[src/rtl/uart_pkg.sv]
// Shared UART definitions for the tx-side feeder and the rx-side queue.
package uart_pkg;

    typedef enum logic [1:0] {
        IDLE = 2'd0,
        WAIT = 2'd1,
        GAP  = 2'd2
    } feeder_state_e;

    localparam int UART_DATA_BITS = 8;
    localparam int UART_TXQ_DEPTH = 16;

endpackage

[src/rtl/sync_fifo.sv]
// Single-clock FIFO with registered occupancy; rd_data shows the head entry.
module sync_fifo #(
    parameter int WIDTH = 8,
    parameter int DEPTH = 16,
    localparam int PTR_W = $clog2(DEPTH),
    localparam int CNT_W = $clog2(DEPTH) + 1
) (
    input  logic             clk,
    input  logic             rst,
    input  logic             push,
    input  logic             pop,
    input  logic [WIDTH-1:0] wr_data,
    output logic [WIDTH-1:0] rd_data,
    output logic             full,
    output logic             empty,
    output logic [CNT_W-1:0] count
);

    logic [WIDTH-1:0] mem [DEPTH];
    logic [PTR_W-1:0] wr_ptr;
    logic [PTR_W-1:0] rd_ptr;
    logic             do_push;
    logic             do_pop;

    // Guards live here so count can never pass DEPTH or drop below zero.
    assign do_push = push && !full;
    assign do_pop  = pop && !empty;

    assign full    = (count == CNT_W'(DEPTH));
    assign empty   = (count == '0);
    assign rd_data = mem[rd_ptr];

    always_ff @(posedge clk) begin
        if (do_push) begin
            mem[wr_ptr] <= wr_data;
        end
    end

    always_ff @(posedge clk) begin
        if (rst) begin
            wr_ptr <= '0;
            rd_ptr <= '0;
            count  <= '0;
        end else begin
            if (do_push) begin
                wr_ptr <= wr_ptr + PTR_W'(1);
            end
            if (do_pop) begin
                rd_ptr <= rd_ptr + PTR_W'(1);
            end
            case ({do_push, do_pop})
                2'b10:   count <= count + CNT_W'(1);
                2'b01:   count <= count - CNT_W'(1);
                default: count <= count;
            endcase
        end
    end

endmodule

[src/rtl/uart_tx_feeder.sv]
// Queues MMIO bytes and launches them into the UART transmitter one at a time.
module uart_tx_feeder
    import uart_pkg::*;
#(
    parameter int DATA_BITS = UART_DATA_BITS,
    parameter int DEPTH     = UART_TXQ_DEPTH,
    localparam int CNT_W    = $clog2(DEPTH) + 1
) (
    input  logic                 clk,
    input  logic                 rst,
    input  logic                 wr_en,
    input  logic [DATA_BITS-1:0] wr_data,
    input  logic                 clr_ovf,
    output logic                 full,
    output logic                 empty,
    output logic [CNT_W-1:0]     count,
    output logic                 overflow,
    output logic                 busy,
    output logic                 tx_start,
    output logic [DATA_BITS-1:0] tx_din,
    input  logic                 tx_done
);

    feeder_state_e        state;
    feeder_state_e        state_n;
    logic                 tx_start_n;
    logic [DATA_BITS-1:0] tx_din_n;
    logic                 pop;
    logic [DATA_BITS-1:0] head;

    sync_fifo #(
        .WIDTH (DATA_BITS),
        .DEPTH (DEPTH)
    ) u_fifo (
        .clk     (clk),
        .rst     (rst),
        .push    (wr_en),
        .pop     (pop),
        .wr_data (wr_data),
        .rd_data (head),
        .full    (full),
        .empty   (empty),
        .count   (count)
    );

    // Handshake with tx: tx_start is a one-cycle launch that tx accepts
    // unconditionally; tx_din stays put until tx answers with a one-cycle
    // tx_done. GAP adds one cycle so tx is idle again before the next launch.
    always_comb begin
        state_n    = state;
        tx_start_n = 1'b0;
        tx_din_n   = tx_din;
        pop        = 1'b0;
        case (state)
            IDLE: begin
                if (!empty) begin
                    tx_din_n   = head;
                    tx_start_n = 1'b1;
                    pop        = 1'b1;
                    state_n    = WAIT;
                end
            end
            WAIT: begin
                if (tx_done) begin
                    state_n = GAP;
                end
            end
            GAP:     state_n = IDLE;
            default: state_n = IDLE;
        endcase
    end

    always_ff @(posedge clk) begin
        if (rst) begin
            state    <= IDLE;
            tx_start <= 1'b0;
            tx_din   <= '0;
        end else begin
            state    <= state_n;
            tx_start <= tx_start_n;
            tx_din   <= tx_din_n;
        end
    end

    // A dropped push outranks a clear in the same cycle.
    always_ff @(posedge clk) begin
        if (rst) begin
            overflow <= 1'b0;
        end else if (wr_en && full) begin
            overflow <= 1'b1;
        end else if (clr_ovf) begin
            overflow <= 1'b0;
        end
    end

    assign busy = (state != IDLE);

endmodule
[config.mk]
export PLATFORM = sky130hd
export DESIGN_NAME = uart_tx_feeder
export DESIGN_NICKNAME = d
export VERILOG_FILES = /design/src/rtl/uart_pkg.sv /design/src/rtl/sync_fifo.sv /design/src/rtl/uart_tx_feeder.sv
export SDC_FILE = /design/constraint.sdc
export NUM_CORES = 1
export LEC_CHECK = 0
export CAP_MARGIN = 20
export CORE_ASPECT_RATIO = 1.4
export CORE_MARGIN = 1
export CORE_UTILIZATION = 25
export CTS_BUF_LIST = sky130_fd_sc_hd__clkbuf_4
export DETAILED_ROUTE_END_ITERATION = 16
export GPL_ROUTABILITY_DRIVEN = 0
export PLACE_DENSITY_LB_ADDON = 0.3
export SETUP_SLACK_MARGIN = 0.15
export SLEW_MARGIN = 20
export SYNTH_ARGS = -nofsm -noshare
export SYNTH_HDL_FRONTEND = slang
export SYNTH_SLANG_ARGS = --single-unit
[constraint.sdc]
create_clock -name clk -period 3.9 [get_ports clk]
set_input_delay 0.39 -clock clk [delete_from_list [all_inputs] [get_ports clk]]
set_output_delay 0.39 -clock clk [all_outputs]
set_load 0.05 [all_outputs]
==> flow_metrics.py, run 1 <==
metrics = {
    "place": {
        "dpl-instance-area_um2": 6840,
        "portBuffers": 30,
        "dpl.hpwl_mm": 9.68,
    },
    "final_layout": {
        "register_area_um2": 4350,
        "final_common_cell": "edfxtp_1",
        "final_cell_mix": "128 x edfxtp_1, 67 x mux2i_1, 36 x nor2_1",
        "multi_input_area_um2": 1720,
        "layout-drive-gt1-share_pct": 10.0,
        "stdcell_area_um2": 7160,
        "area_delta_synth_final_pct": 14.9,
        "fillers": 2452,
        "fin_nets": 469,
    },
    "die": {
        "dieArea_um2": 25600,
        "die_height_um": 189,
        "num_rows": 68,
        "io_pins": 31,
        "coreArea_um2": 24600,
        "die_w_um": 135,
        "initial_utilization_pct": 25.3,
    },
    "global_routing": {
        "grt.overflow.total": 0,
        "antenna_found_initial": 1,
        "grt_pass1_wl_mm": 20.9,
        "grt_pass1_vias": 3593,
        "track_usage_pct": 11.3,
        "grt_max_degree": 44,
    },
    "drt": {
        "wire_per_inst_um": 17.6,
        "drtPass1Iterations": 4,
        "vias": 3461,
        "top_layer_used": "met4",
        "wl_met2_mm": 7.61,
        "routed-wl-met3_um": 368,
        "first_iter_violations": 196,
        "ant_nets": 0,
        "post_drt_via_cell_ratio": 4.46,
        "wl_mm": 13.6,
        "wl_met1_mm": 5.37,
        "drc": 0,
    },
    "timing": {
        "worst_pin_slew_ns": 0.855,
        "setup_tns_ns": 0,
        "timing.fmax_mhz": 333,
        "maxSlewHeadroom_pct": 42.8,
        "grt_setup_unrepaired": "no",
        "period_minus_slack_ns": 3.01,
        "min_period_over_period_pct": 77.1,
        "clock_skew_ns": 0.0255,
        "hold_violations": 0,
        "maxSlewViolCount": 0,
        "setup_violations": 0,
    },
    "synth": {
        "synth_seq_area_share_pct": 69.7,
        "syn_nets": 438,
        "synthFlopType": "edfxtp_1",
        "avgSynthCellArea_um2": 15.0,
        "yosys_warnings": 0,
        "yosysUniqueCellTypes": 43,
        "yosys_register_bits": 153,
        "synth_edf_count": 128,
        "synth_area_um2": 6230,
        "async_flop_share_pct": 0,
        "netlist_instances": 416,
    },
    "clock_network": {
        "hold_buffers": 0,
        "cts_setup_buffers": 0,
        "cts.path.max_buffers": 2,
        "clk_latency_ns": 0.56,
        "htreeDepth": 4,
        "cts_tree": "done",
        "cts.sinks": 153,
        "cts.reportedPaths.clkPinSlew_ns": 0.14,
        "cts-buffers-inserted": 17,
        "cts_root_buf": "clkbuf_4",
        "ctsResizeCount": 0,
    },
    "hold_path": {
        "whs_endpoint": "state[1]$_SDFFE_PP0P_",
        "hold_path_class": "in -> reg",
        "hold_path_depth": 3,
        "worstHoldStart": "tx_done",
    },
    "worst_setup_path": {
        "cp_data_required_time_ns": 3.51,
        "startpoint_type": "register",
        "arrival_ns": 2.62,
        "r2r_setup_slack_ns": 1.08,
        "critPathMaxFanout": 10,
        "crit_type": "reg -> out",
        "rr_endpoint": "u_fifo.count[4]$_SDFFE_PP0P_",
        "worstRegToRegCells": 9,
        "r2r_start": "u_fifo.count[4]$_SDFFE_PP0P_",
        "cp-end-kind": "output pin",
    },
    "power_and_ir_drop": {
        "total_power_w": 0.00405,
        "powerDensity_nw_per_um2": 566,
        "p_leak_nw": 2.19,
        "ir_drop_mv": 0.268,
    },
    "job": {
        "maxCapViolCount": 0,
    },
    "status": {
        "status": "finished clean",
    },
}
cells by family after synthesis:
kind of cell	count (synthesis)	synth area share [%]
flops	153	69.7
simple gates	83	6.79
mux	67	10.8
compound gates	62	6.95
buf+inv	33	2.73
xor+xnor	9	1.26
fa+ha+maj	9	1.81
cells in the mapped netlist, drive strengths merged (8+ instances only):
master / instances / area, um2
edfxtp: 128 / 3840
mux2i: 67 / 671
nor2: 36 / 135
o22ai: 32 / 200
dfxtp: 25 / 500
buf: 18 / 114
ha: 9 / 113
nand2: 9 / 33.8
nor3: 9 / 45.0
nor4: 9 / 62.6
a211oi: 8 / 60.1
clkbuf: 8 / 30.0
state kept, by name, summed over array words and instances, names as in the netlist:
name,count
tx_din,8
tx_start,1
u_fifo.mem,128
u_fifo.count,5
overflow,1
u_fifo.wr_ptr,4
state,2
u_fifo.rd_ptr,4
worst max path at each step:
stage	start	endpoint	slack, ns	cells after the start
floorplan	u_fifo.count[4]$_SDFFE_PP0P_	u_fifo.count[4]$_SDFFE_PP0P_	0.93	10
global placement	wr_en	u_fifo.count[4]$_SDFFE_PP0P_	0.86	8
detailed placement	wr_en	u_fifo.count[2]$_SDFFE_PP0P_	0.76	10
CTS	u_fifo.count[1]$_SDFFE_PP0P_	empty	0.86	3
global route	u_fifo.count[1]$_SDFFE_PP0P_	empty	0.75	3
finish	u_fifo.count[1]$_SDFFE_PP0P_	empty	0.89	3
layer usage:
layer | vias to the layer above | global-route usage, %
met5 | - | 0
met4 | 0 | 4.71
met3 | 15 | 2.39
met2 | 60 | 21.4
met1 | 1714 | 11.8
li1 | 1672 | -
critical path: stages (launching register included):
cell	delay, ns
dfxtp_1	0.44
or4_4	0.63
nor2_1	0.16
clkdlybuf4s50_1	0.83
report_power, final:
| part | switching [W] | total, W | internal [W] |
|---|---|---|---|
| sequential | 0.000104 | 0.00198 | 0.00187 |
| combinational | 0.000671 | 0.00104 | 0.000370 |
| clock | 0.000574 | 0.00103 | 0.000459 |
stage by stage:
stage	utilization [%]	setup slack (ns)	cells	hold slack, ns
global placement	27.8	0.863	742	0.434
global route	29.1	0.755	776	0.353
floorplan	-	0.930	416	0.422
finish	29.1	0.894	776	0.388
CTS	29.1	0.857	774	0.359
detailed placement	27.8	0.756	742	0.452
layout make-up:
| cell class | count | share of cell area, % |
|---|---|---|
| diodes | 1 | 0.0349 |
| multi-input cells | 230 | 24.0 |
| repair buffers | 38 | 5.14 |
| clock inverters | 14 | 2.36 |
| flip-flops and latches | 153 | 60.7 |
| inverters | 7 | 0.367 |
| well taps | 315 | 5.50 |
| clock buffers | 18 | 1.89 |
Note: power is estimated with default switching activity, not from simulation.
==> run 2: changes to the inputs <==
- clock period: 3.9 -> 2.9 ns (I/O delays scaled with it)
==> run 2 against run 1 <==
Effect of this change:
- largest cell class unchanged
- first-iteration DRC count shrank 8.2%
- combinational power grew 38%
- die area is the same
- clock skew shrank 0.0088 ns
- critical path type unchanged
- power grew 34%
- design area grew 1.7%
- clock power grew 30%
- count of clock-buffer cells in the layout grew 4
- sequential power grew 34%
- via count grew 1.1%
- worst hold slack lost 0.11 ns
==> flow_metrics.py, run 2 (synthesis gave the netlist of run 1 again) <==
metrics = {
    "status": {
        "status": "finished clean",
    },
    "worst_setup_path": {
        "max_stage_delay_ns": 0.61,
        "r2r_setup_slack_ns": 0.34,
        "critical_path_buf_inv_count": 1,
        "cpMaxStageDelayCell": "or4_4",
        "critPathMaxFanout": 10,
        "arrival_ns": 2.29,
        "worstRegToRegCells": 9,
        "crit_type": "reg -> out",
        "r2r_start": "u_fifo.count[1]$_SDFFE_PP0P_",
        "crit_cells": 3,
        "cp-startpoint": "u_fifo.count[1]$_SDFFE_PP0P_",
        "crit_end": "empty",
        "cp_data_required_time_ns": 2.61,
        "critPathTopFamily": "simple AND/OR/NAND/NOR gates",
        "cp_cell_sequence": "or4_4 > nor2_1 > dlygate4sd2_1",
        "startpoint_type": "register",
        "cp-end-kind": "output pin",
        "rr_endpoint": "u_fifo.count[4]$_SDFFE_PP0P_",
    },
    "final_layout": {
        "regMostFlops": "u_fifo.mem",
        "final_cell_mix": "128 x edfxtp_1, 67 x mux2i_1, 36 x nor2_1",
        "layout-drive-gt1-share_pct": 13.7,
        "multi_input_area_um2": 1730,
        "register_area_um2": 4350,
        "area_delta_synth_final_pct": 16.8,
        "final_common_cell": "edfxtp_1",
        "largest_reg_flops": 128,
        "fin_cells": 791,
        "fillers": 2422,
        "reg_top3": "u_fifo.mem x128, tx_din x8, u_fifo.count x5",
        "fin_nets": 484,
    },
    "drt": {
        "vias": 3499,
        "ant_nets": 0,
        "first_iter_violations": 180,
        "wire_per_inst_um": 17.1,
        "wl_mm": 13.5,
        "post_drt_via_cell_ratio": 4.42,
        "drc": 0,
        "drtPass1Iterations": 4,
    },
    "clock_network": {
        "cts_tree": "done",
        "htreeDepth": 4,
        "cts.reportedPaths.clkPinSlew_ns": 0.12,
        "cts.path.max_buffers": 2,
        "cts.sinks": 153,
        "cts_setup_buffers": 0,
        "clk_latency_ns": 0.56,
        "hold_buffers": 0,
        "cts_root_buf": "clkbuf_4",
        "cts-buffers-inserted": 17,
    },
    "place": {
        "dp.cells": 758,
        "dpl_worst_slack_ns": 0.284,
        "dpl.hpwl_mm": 9.45,
        "portBuffers": 30,
    },
    "power_and_ir_drop": {
        "powerDensity_nw_per_um2": 745,
        "p_int_w": 0.00368,
        "p_leak_nw": 2.29,
        "ir_drop_mv": 0.454,
        "pwr-share-clk_pct": 24.6,
        "p_seq_share_pct": 48.8,
        "combPwrFrac_pct": 26.5,
        "p_sw_w": 0.00175,
        "switching_share_pct": 32.2,
    },
    "die": {
        "die_w_um": 135,
        "initial_utilization_pct": 25.3,
        "die_height_um": 189,
        "dieArea_um2": 25600,
        "num_rows": 68,
        "io_pins": 31,
        "coreArea_um2": 24600,
    },
    "timing": {
        "timing.fmax_mhz": 388,
        "maxSlewHeadroom_pct": 52.6,
        "setup_violations": 0,
        "grt_setup_unrepaired": "no",
        "setup_tns_ns": 0,
        "maxSlewViolCount": 0,
        "fin_ws_ns": 0.321,
        "min_period_over_period_pct": 88.9,
        "hold_violations": 0,
        "clock_skew_ns": 0.0168,
        "period_minus_slack_ns": 2.58,
        "worst_pin_slew_ns": 0.709,
    },
    "hold_path": {
        "hold_path_class": "in -> reg",
        "worstHoldStart": "tx_done",
    },
    "global_routing": {
        "grt_pass1_vias": 3678,
        "antenna_found_initial": 1,
        "grt_max_degree": 35,
        "grt_pass1_wl_mm": 21.3,
        "grt.overflow.total": 0,
        "track_usage_pct": 11.5,
    },
    "job": {
        "maxCapViolCount": 0,
    },
}
## run 2: cell type report
| type | instances | share of cell area (%) |
|---|---|---|
| multi-input cells | 230 | 23.8 |
| clock buffers | 22 | 2.27 |
| diodes | 1 | 0.0344 |
| inverters | 7 | 0.361 |
| clock inverters | 10 | 1.70 |
| flip-flops and latches | 153 | 59.8 |
| repair buffers | 53 | 6.63 |
| well taps | 315 | 5.41 |
## run 2: repair_timing
action / 4_1_cts / 5_1_grt
gates resized for setup: 2 / 1
hold endpoints to repair: 0 / 0
setup endpoints to repair: 2 / 1
pin swaps: 0 / 0
## run 2: worst register-to-register path: stages (launching register included)
cell and delay, ns:
dfxtp_2 0.40, nor4_4 0.36, a21boi_1 0.15, inv_1 0.09, ha_1 0.32, ha_1 0.25, or4b_2 0.59, a21oi_1 0.17
a31oi_1 0.06, nand3_1 0.10
## run 2: worst min path at each step
stage                                       to  depth (start not counted)
finish                   state[1]$_SDFFE_PP0P_                          3
global route             state[1]$_SDFFE_PP0P_                          3
CTS                      state[1]$_SDFFE_PP0P_                          3
detailed placement       state[0]$_SDFFE_PP0P_                          1
global placement         state[0]$_SDFFE_PP0P_                          1
floorplan           u_fifo.mem[0][0]$_DFFE_PP_                          0
## run 2: routing by layer
metal / global-route usage [%] / share of wire [%] / vias up
met5: 0 / 0 / -
met4: 4.62 / 1.9 / 0
met3: 3.07 / 3.8 / 16
met2: 20.8 / 54 / 76
met1: 12.5 / 40 / 1710
li1: - / - / 1697
## run 2: power groups by stage
stage	clock (W)	combinational [W]	sequential [W]
2_1_floorplan	0	0.000850	0.00284
3_3_place_gp	0	0.00143	0.00269
3_5_place_dp	0	0.00146	0.00270
4_1_cts	0.00138	0.00145	0.00265
5_1_grt	0.00146	0.00157	0.00268
6_report	0.00134	0.00144	0.00265
## run 2: stage by stage
step	total power (W)	hold WS (ns)	util (%)	area [um2]
global placement	0.00413	0.435	28.4	6980
CTS	0.00548	0.226	29.6	7270
global route	0.00571	0.236	29.6	7280
finish	0.00543	0.280	29.6	7280
detailed placement	0.00416	0.438	28.4	6980
floorplan	0.00369	0.389	-	6240
